**config.mk**
```make
export PLATFORM = sky130hd
export DESIGN_NAME = fir_filter_mac
export DESIGN_NICKNAME = d
export VERILOG_FILES = /design/src/rtl/fir_pkg.sv /design/src/rtl/fir_mac_unit.sv /design/src/rtl/fir_filter_mac.sv
export SDC_FILE = /design/constraint.sdc
export NUM_CORES = 1
export LEC_CHECK = 0
export CORE_MARGIN = 1
export CORE_UTILIZATION = 50
export DETAILED_ROUTE_END_ITERATION = 10
export PLACE_DENSITY = 0.71
export SYNTH_ARGS = -nofsm -noshare
export SYNTH_HDL_FRONTEND = slang
export SYNTH_SLANG_ARGS = --single-unit
```
**constraint.sdc**
```tcl
create_clock -name clk -period 18.1 [get_ports clk]
set_input_delay 1.81 -clock clk [delete_from_list [all_inputs] [get_ports clk]]
set_output_delay 1.81 -clock clk [all_outputs]
set_load 0.05 [all_outputs]
```
**src/rtl/fir_pkg.sv**
```systemverilog
// Shared types and elaboration-time helpers for the time-multiplexed FIR filter.
package fir_pkg;

  typedef enum logic [1:0] {
    ST_IDLE = 2'd0,
    ST_MAC  = 2'd1,
    ST_OUT  = 2'd2
  } state_e;

  function automatic int clog2(input int value);
    int result;
    result = 0;
    for (int i = 0; i < 31; i++) begin
      if ((1 << i) < value) begin
        result = i + 1;
      end
    end
    return result;
  endfunction

  // Headroom of clog2(taps) bits guarantees the sum of all products never overflows.
  function automatic int acc_width(input int data_w, input int coeff_w, input int taps);
    return data_w + coeff_w + clog2(taps);
  endfunction

endpackage

```
**src/rtl/fir_mac_unit.sv**
```systemverilog
// Signed multiply-accumulate with clear/enable and the output scaling stage.
// FIR_ROUND_SAT_EN selects half-up rounding with saturation instead of truncate-and-wrap.
module fir_mac_unit #(
  parameter int DATA_WIDTH  = 8,
  parameter int COEFF_WIDTH = 8,
  parameter int ACC_WIDTH   = 18,
  parameter int OUT_WIDTH   = 8,
  parameter int OUT_SHIFT   = 6
) (
  input  logic                   clk,
  input  logic                   rst,
  input  logic                   clr,
  input  logic                   en,
  input  logic [DATA_WIDTH-1:0]  x,
  input  logic [COEFF_WIDTH-1:0] c,
  output logic [OUT_WIDTH-1:0]   y
);

  localparam int PW  = DATA_WIDTH + COEFF_WIDTH;
  localparam int PAD = ACC_WIDTH - PW;

  logic signed [PW-1:0]        prod_s;
  logic signed [ACC_WIDTH-1:0] acc_r;
  logic signed [ACC_WIDTH:0]   ext_s;
  logic signed [ACC_WIDTH:0]   shifted_s;

  // Full-precision signed product of the current tap.
  always_comb begin
    prod_s = $signed(x) * $signed(c);
  end

  // Accumulator: clear wins over enable.
  always_ff @(posedge clk or negedge rst) begin
    if (!rst) begin
      acc_r <= '0;
    end else if (clr) begin
      acc_r <= '0;
    end else if (en) begin
      acc_r <= acc_r + {{PAD{prod_s[PW-1]}}, prod_s};
    end
  end

`ifdef FIR_ROUND_SAT_EN
  localparam int RND_POS = (OUT_SHIFT > 0) ? OUT_SHIFT - 1 : 0;
  localparam logic signed [ACC_WIDTH:0] ONE = (ACC_WIDTH + 1)'(1);
  localparam logic signed [ACC_WIDTH:0] RND = (OUT_SHIFT > 0) ? (ONE <<< RND_POS) : '0;
  localparam logic signed [ACC_WIDTH:0] SAT_MAX = (ACC_WIDTH + 1)'((1 << (OUT_WIDTH - 1)) - 1);
  localparam logic signed [ACC_WIDTH:0] SAT_MIN = -SAT_MAX - ONE;

  // One guard bit keeps the rounding increment from wrapping.
  always_comb begin
    ext_s     = {acc_r[ACC_WIDTH-1], acc_r};
    shifted_s = (ext_s + RND) >>> OUT_SHIFT;
    if (shifted_s > SAT_MAX) begin
      y = SAT_MAX[OUT_WIDTH-1:0];
    end else if (shifted_s < SAT_MIN) begin
      y = SAT_MIN[OUT_WIDTH-1:0];
    end else begin
      y = shifted_s[OUT_WIDTH-1:0];
    end
  end
`else
  // Truncating scale: keep the low bits, two's-complement wrap.
  always_comb begin
    ext_s     = {acc_r[ACC_WIDTH-1], acc_r};
    shifted_s = ext_s >>> OUT_SHIFT;
    y         = shifted_s[OUT_WIDTH-1:0];
  end
`endif

endmodule

```
**src/rtl/fir_filter_mac.sv**
```systemverilog
// Time-multiplexed signed FIR: one MAC shared across TAP_COUNT taps, valid/ready on both sides.
// Optional rounding/saturation in the output stage is enabled by FIR_ROUND_SAT_EN.
module fir_filter_mac
  import fir_pkg::*;
#(
  parameter int TAP_COUNT   = 4,
  parameter int DATA_WIDTH  = 8,
  parameter int COEFF_WIDTH = 8,
  parameter int OUT_WIDTH   = 8,
  parameter int OUT_SHIFT   = 6,
  parameter logic [TAP_COUNT*COEFF_WIDTH-1:0] COEFF_INIT = {8'sd48, 8'sd47, 8'sd13, 8'sd17}
) (
  input  logic                          clk,
  input  logic                          rst,
  input  logic                          in_valid,
  output logic                          in_ready,
  input  logic [DATA_WIDTH-1:0]         x_in,
  output logic                          out_valid,
  input  logic                          out_ready,
  output logic [OUT_WIDTH-1:0]          y_out,
  input  logic                          coef_we,
  input  logic [clog2(TAP_COUNT)-1:0]   coef_addr,
  input  logic [COEFF_WIDTH-1:0]        coef_data,
  output logic                          coef_err
);

  localparam int AW        = clog2(TAP_COUNT);
  localparam int IW        = AW + 1;
  localparam int ACC_WIDTH = acc_width(DATA_WIDTH, COEFF_WIDTH, TAP_COUNT);
  localparam logic [IW-1:0] LAST_IDX = IW'(TAP_COUNT);

  state_e                 state_r, state_s;
  logic [IW-1:0]          idx_r;
  logic [DATA_WIDTH-1:0]  x_r     [TAP_COUNT];
  logic [COEFF_WIDTH-1:0] coeff_r [TAP_COUNT];
  logic                   accept_s, mac_en_s, finish_s, coef_ok_s;
  logic [OUT_WIDTH-1:0]   y_s;

  // idx runs one step past the last tap so the scaled result is taken from a settled accumulator.
  always_comb begin
    accept_s  = (state_r == ST_IDLE) && in_valid;
    mac_en_s  = (state_r == ST_MAC) && (idx_r != LAST_IDX);
    finish_s  = (state_r == ST_MAC) && (idx_r == LAST_IDX);
    coef_ok_s = coef_we && (state_r == ST_IDLE) && ({1'b0, coef_addr} < LAST_IDX);
  end

  // FSM state register.
  always_ff @(posedge clk or negedge rst) begin
    if (!rst) begin
      state_r <= ST_IDLE;
    end else begin
      state_r <= state_s;
    end
  end

  // FSM next-state logic.
  always_comb begin
    state_s = state_r;
    case (state_r)
      ST_IDLE: state_s = in_valid ? ST_MAC : ST_IDLE;
      ST_MAC:  state_s = finish_s ? ST_OUT : ST_MAC;
      ST_OUT:  state_s = out_ready ? ST_IDLE : ST_OUT;
      default: state_s = ST_IDLE;
    endcase
  end

  // FSM output decode.
  always_comb begin
    in_ready  = 1'b0;
    out_valid = 1'b0;
    case (state_r)
      ST_IDLE: in_ready  = 1'b1;
      ST_OUT:  out_valid = 1'b1;
      default: begin
        in_ready  = 1'b0;
        out_valid = 1'b0;
      end
    endcase
  end

  // Delay line, tap index, coefficient file, result and write-error pulse.
  always_ff @(posedge clk or negedge rst) begin
    if (!rst) begin
      idx_r    <= '0;
      y_out    <= '0;
      coef_err <= 1'b0;
      for (int k = 0; k < TAP_COUNT; k++) begin
        x_r[k]     <= '0;
        coeff_r[k] <= COEFF_INIT[k*COEFF_WIDTH +: COEFF_WIDTH];
      end
    end else begin
      coef_err <= coef_we && !coef_ok_s;
      if (coef_ok_s) begin
        coeff_r[coef_addr] <= coef_data;
      end
      if (accept_s) begin
        x_r[0] <= x_in;
        for (int k = 1; k < TAP_COUNT; k++) begin
          x_r[k] <= x_r[k-1];
        end
        idx_r <= '0;
      end else if (mac_en_s) begin
        idx_r <= idx_r + IW'(1);
      end
      if (finish_s) begin
        y_out <= y_s;
      end
    end
  end

  fir_mac_unit #(
    .DATA_WIDTH (DATA_WIDTH),
    .COEFF_WIDTH(COEFF_WIDTH),
    .ACC_WIDTH  (ACC_WIDTH),
    .OUT_WIDTH  (OUT_WIDTH),
    .OUT_SHIFT  (OUT_SHIFT)
  ) u_mac (
    .clk(clk),
    .rst(rst),
    .clr(accept_s),
    .en (mac_en_s),
    .x  (x_r[idx_r[AW-1:0]]),
    .c  (coeff_r[idx_r[AW-1:0]]),
    .y  (y_s)
  );

endmodule

```
### After elaboration in Yosys (flattened, before gate mapping)

Cells that the tools add are included.

| word-level totals | value |
|---|---|
| register bits after elaboration | 96 |
| bits of input ports | 23 |

| cells by class | value |
|---|---|
| multiplexer cells | 19 |
| $lt $le $gt $ge | 3 |
| equal/unequal tests | 4 |
| bitwise gates (word level) | 2 |
| multipliers | 1 |
| reductions and logical operators | 9 |
| add/sub/neg operators | 2 |

Operators by type and width:

| kind | count |
|---|---|
| 8-bit 2-to-1 mux | 5 |
| 18-bit 2-to-1 mux | 2 |
| 8-bit binary-select mux with 2-bit select | 2 |
| 32-bit bitwise mux | 1 |
| 18-bit adder | 1 |
| 8-bit demux with 2-bit select | 1 |
| 8-bit by 8-bit multiplier with 16-bit output | 1 |
| 3-bit >= comparator (second input constant) | 2 |
| 1-bit logical AND | 6 |
| 3-bit 2-to-1 mux | 2 |
| 2-bit inverter with 3-bit output | 2 |
| 2-bit case mux with 3 select lines | 1 |
| 2-bit 2-to-1 mux | 2 |
| 3-bit by 1-bit adder with 3-bit output (second input constant) | 1 |
| 3-bit equality test (second input constant) | 1 |
| 3-bit by 1-bit less-than comparator with 1-bit output (second input constant) | 1 |
| 1-bit 2-to-1 mux | 3 |
| 3-bit != test (second input constant) | 1 |
| 2-bit by 1-bit equality test with 1-bit output (second input constant) | 1 |
| 2-bit equality test (second input constant) | 1 |
| 2-bit zero test | 1 |
| 2-bit nonzero test | 1 |
| 1-bit zero test | 1 |

### Depth between registers and ports, before layout

| depth | value |
|---|---|
| word-level depth | 8 |
| depth in mapped cells | 26 |
| depth with buffers taken out | 24 |

### Hierarchy

Synthesis repeated with hierarchy kept, for this count alone.

| unflattened totals | value |
|---|---|
| cell total of the unflattened synthesis | 600 |
| area total of the unflattened synthesis | 6,956.7 sq um |

Modules (own cells, without submodules):

| module | cells each | instances | area an instance (sq um) |
|---|---|---|---|
| fir_filter_mac | 202 | 1 | 3,517.1 |
| fir_mac_unit | 398 | 1 | 3,439.5 |

### Least setup slack after synthesis

OpenSTA, ideal clock, no wires.

| timing path | value |
|---|---|
| path kind | register to register |
| from | register idx_r[0] |
| to | register u_mac.acc_r[13] |
| setup slack | 11,879 ps |
| buffers on the path | 2 |
| period minus slack after synthesis | 6,221 ps |
| data arrival time | 6,151 ps |
| stages on the path, launching flop included | 25 |
| path through | dfrtp_1 -> buf_6 -> buf_1 -> mux4_2 -> and2_1 -> fa_1 -> inv_1 -> fa_1 -> inv_1 -> fa_1 -> inv_1 -> fa_1 -> inv_1 -> ha_1 -> o21ai_1 -> nor2_1 -> nor2_1 -> o21ba_2 -> xnor2_1 -> ha_1 -> a21o_1 -> a21oi_1 -> a41oi_1 -> or4_1 -> nand3_1 |

| on the way | value |
|---|---|
| longest elaborated chain between the ends | 8 |

RTL lines:

| element | line | RTL |
|---|---|---|
| start, declared | fir_filter_mac.sv:33 | `logic [IW-1:0] idx_r;` |
| start signal, assigned | fir_filter_mac.sv:103 | `idx_r <= idx_r + IW'(1);` |
| 2-bit inverter with 3-bit output (implied by the code) | fir_filter_mac.sv:122, fir_filter_mac.sv:123 |  |
| 8-bit binary-select mux with 2-bit select, on equally long branches | fir_filter_mac.sv:122, fir_filter_mac.sv:123 |  |
| 8-bit 2-to-1 mux, on equally long branches (2 in a row) | fir_filter_mac.sv:122, fir_filter_mac.sv:123 |  |
| 8-bit by 8-bit multiplier with 16-bit output | fir_mac_unit.sv:29 | `prod_s = $signed(x) * $signed(c);` |
| 18-bit adder | fir_mac_unit.sv:39 | `acc_r <= acc_r + {{PAD{prod_s[PW-1]}}, prod_s};` |
| 18-bit 2-to-1 mux | fir_mac_unit.sv:38 | `end else if (en) begin` |
| 18-bit 2-to-1 mux | fir_mac_unit.sv:36 | `end else if (clr) begin` |
| end signal, assigned | fir_mac_unit.sv:39 |  |
| end, declared | fir_mac_unit.sv:23 | `logic signed [ACC_WIDTH-1:0] acc_r;` |

Several ways; a longest one is shown, not always the timed one. The select of a mux whose other input is x is not followed.
A chain may end at the register's enable or synchronous reset.

### Worst setup path in the final report

| timing path | value |
|---|---|
| from | register idx_r[0] |
| to | register u_mac.acc_r[12] |

The elaborated chain is that of the path after synthesis.

==> results.tsv <==
stage	metric	value	unit
timing	fmax	145	MHz
timing	period_share	38.0	%
timing	finalCriticalPeriod	6.87	ns
clocking	ctsResizeCount	0	
floorplanning	die_w	117	um
timing	rsz0062_at_grt	false	
detailed_routing	ant_nets	0	
finish	drive_gt1_share	19.8	%
clocking	cts_tree	built	
finish	nNetsFinal	724	
global_routing	grt_max_degree	76	
worst_setup_path	cp-start-kind	register	
timing	finClkSkew	0.0148	ns
yosys	ys_ff_latch	92	
clocking	numCtsBuffers	9	
finish	utilization	58.2	%
detailed_routing	routed_via_density	5.36	
finish	n_fill_cell	1053	
floorplanning	coreArea	0.0128	mm2
yosys	synth_warnings	0	
timing	tightest_slew	1.05	ns
detailed_routing	firstDrtPassIters	4	
yosys	yosysTopAreaCellShare	30.3	%
finish	synthToLayoutAreaGrowth	12.4	%
yosys	syn-num-nets	688	
finish	multi_input_area	0.00391	mm2
placement	dp_cells	772	
flow_run	cap_violations	0	
yosys	synth-edff-count	0	
yosys	synth_async_sr_flop_share	100	%
yosys	synth_cell_type_count	46	
yosys	yosysTopAreaCell	dfrtp_1	
detailed_routing	routed_wl	12100	um
hold_path	hold_path.class	register to register	
timing	slew_headroom	29.7	%
timing	setup_violations	0	
timing	hold_violations	0	
yosys	synth_cells	575	
global_routing	grt_pass1_wl	21100	um
finish	fin_cells	788	
worst_setup_path	worstPathRequired	18.32	ns
detailed_routing	num_vias	4223	
detailed_routing	drt_iter0_markers	144	
timing	setup_ws	11.23	ns
finish	regArea	0.00232	mm2
clocking	clk_latency	0.36	ns
timing	slew_viol_final	0	
floorplanning	die_area	0.0137	mm2
clocking	cts_root_buffer	clkbuf_16	
yosys	ys.flop_type	dfrtp_1	
placement	place.gp.congestion	0.873	
clocking	clk_path_buf_depth	2	
clocking	post_cts_buffers	0	
worst_setup_path	endpoint_kind	register	
floorplanning	die_h	117	um
detailed_routing	wl_per_cell	15.3	um
timing	tns	0	ns
placement	dp.final_hpwl	9440	um
clocking	postCtsHoldBufs	0	
finish	final_common_cell	inv_1	
placement	port_buffers	33	
global_routing	antenna_found_initial	0	
status	status	completed	
detailed_routing	drc	0	
worst_setup_path	crit_arrival	7.10	ns
worst_setup_path	path_max_fanout	19	
finish	final_cell_mix	inv_1 (90), dfrtp_1 (80), mux2_2 (73)	
yosys	ys_seq_area_share	35.0	%
clocking	path_clk_slew	0.07	ns
yosys	ys_top_cells_by_area	dfrtp_1 (30%), fa_1 (15%), mux2_2 (12%)	
clocking	h-tree-depth	3	
finish	num_antenna_cells	0	
floorplanning	ioPinCount	34	
placement	post-place-ws	11.22	ns
clocking	cts.sinks	92	
floorplanning	row_count	41	
yosys	avgSynthCellArea	11.5	um2
global_routing	grt_pass1_vias	4443	
global_routing	overflow	0	
global_routing	grt_usage	20.4	%
floorplanning	initial_core_util	51.8	%
yosys	syn_area	0.00662	mm2
worst_setup_path	path_class	register to register	
[state kept, by name (all words and copies together) (netlist names)]
| signal | flops |
|---|---|
| idx_r | 3 |
| u_mac.acc_r | 14 |
| coeff_r | 32 |
| x_r | 32 |
| coef_err | 1 |
| state_r | 2 |
| y_out | 8 |
[metal layers]
layer | track usage, % | vias to the layer above | part of all wire (%)
met2 | 34.9 | 56 | 51
met1 | 25.7 | 2167 | 45
met4 | 7.68 | 0 | 2.0
met3 | 4.17 | 22 | 2.8
met5 | 0 | - | 0
li1 | - | 1978 | -
[Yosys cell counts (all sizes together) (14+ instances only)]
library cell and instances:
inv 90, dfrtp 80, mux4 15, ha 41
fa 49, xnor2 20, a21oi 15, nor2 14
mux2 73, and2 43, nand2 37, o21ai 15
[cell families (layout without fill, tap and decap cells)]
logic type | count (synthesis) | in the layout | synth area share, %
and+or+nand+nor | 120 | 120 | 9.53
buffers and inverters | 101 | 142 | 5.90
DFF | 92 | 92 | 35.0
muxes | 91 | 91 | 18.2
adders and majority gates | 90 | 90 | 22.6
AOI/OAI and AO/OA | 53 | 53 | 4.94
xor gates and xnor gates | 28 | 28 | 3.82
[area by class of cell]
class	instances	share of cell area, %
clock buffer	9	3.03
sequential	92	31.2
inverter	90	4.54
multi-input combinational	382	52.6
tap	172	2.89
clock inverter	7	1.08
timing repair buffer	36	4.71
[path summary, 6_finish.rpt]
check	slack (ns)	cells past startpoint	start	end
min in group asynchronous	1.29	1	rst	u_mac.acc_r[9]
setup / recovery	11.23	21	idx_r[0]	u_mac.acc_r[12]
hold reg to reg	0.50	2	u_mac.acc_r[3]	u_mac.acc_r[3]
setup reg to reg	11.23	21	idx_r[0]	u_mac.acc_r[12]
hold / removal	0.50	2	u_mac.acc_r[3]	u_mac.acc_r[3]
max in group asynchronous	15.60	2	rst	coeff_r[17]
[per-stage QoR]
step	cell area, um2	hold slack, ns
2_1_floorplan	6620	0.455
3_3_place_gp	7130	0.473
3_5_place_dp	7130	0.482
4_1_cts	7430	0.498
5_1_grt	7430	0.525
6_report	7430	0.498
[critical path: stages, from the launching register on]
cell and delay [ns]:
dfrtp_1 1.04, mux4_1 0.76, or2_2 0.33, fa_1 0.53, fa_1 0.56, inv_1 0.05, fa_1 0.53, inv_1 0.05
fa_1 0.52, inv_1 0.04, ha_1 0.30, o21ai_1 0.07, nor2_1 0.12, nor2_1 0.07, o21ba_2 0.20, xnor2_1 0.12
ha_1 0.33, a21o_1 0.19, a21oi_1 0.27, a21boi_0 0.29, mux2i_1 0.24, nand3_1 0.11
Power is not shown: default switching activity piles up to over one toggle a cycle in this logic, so the estimate is an artifact.
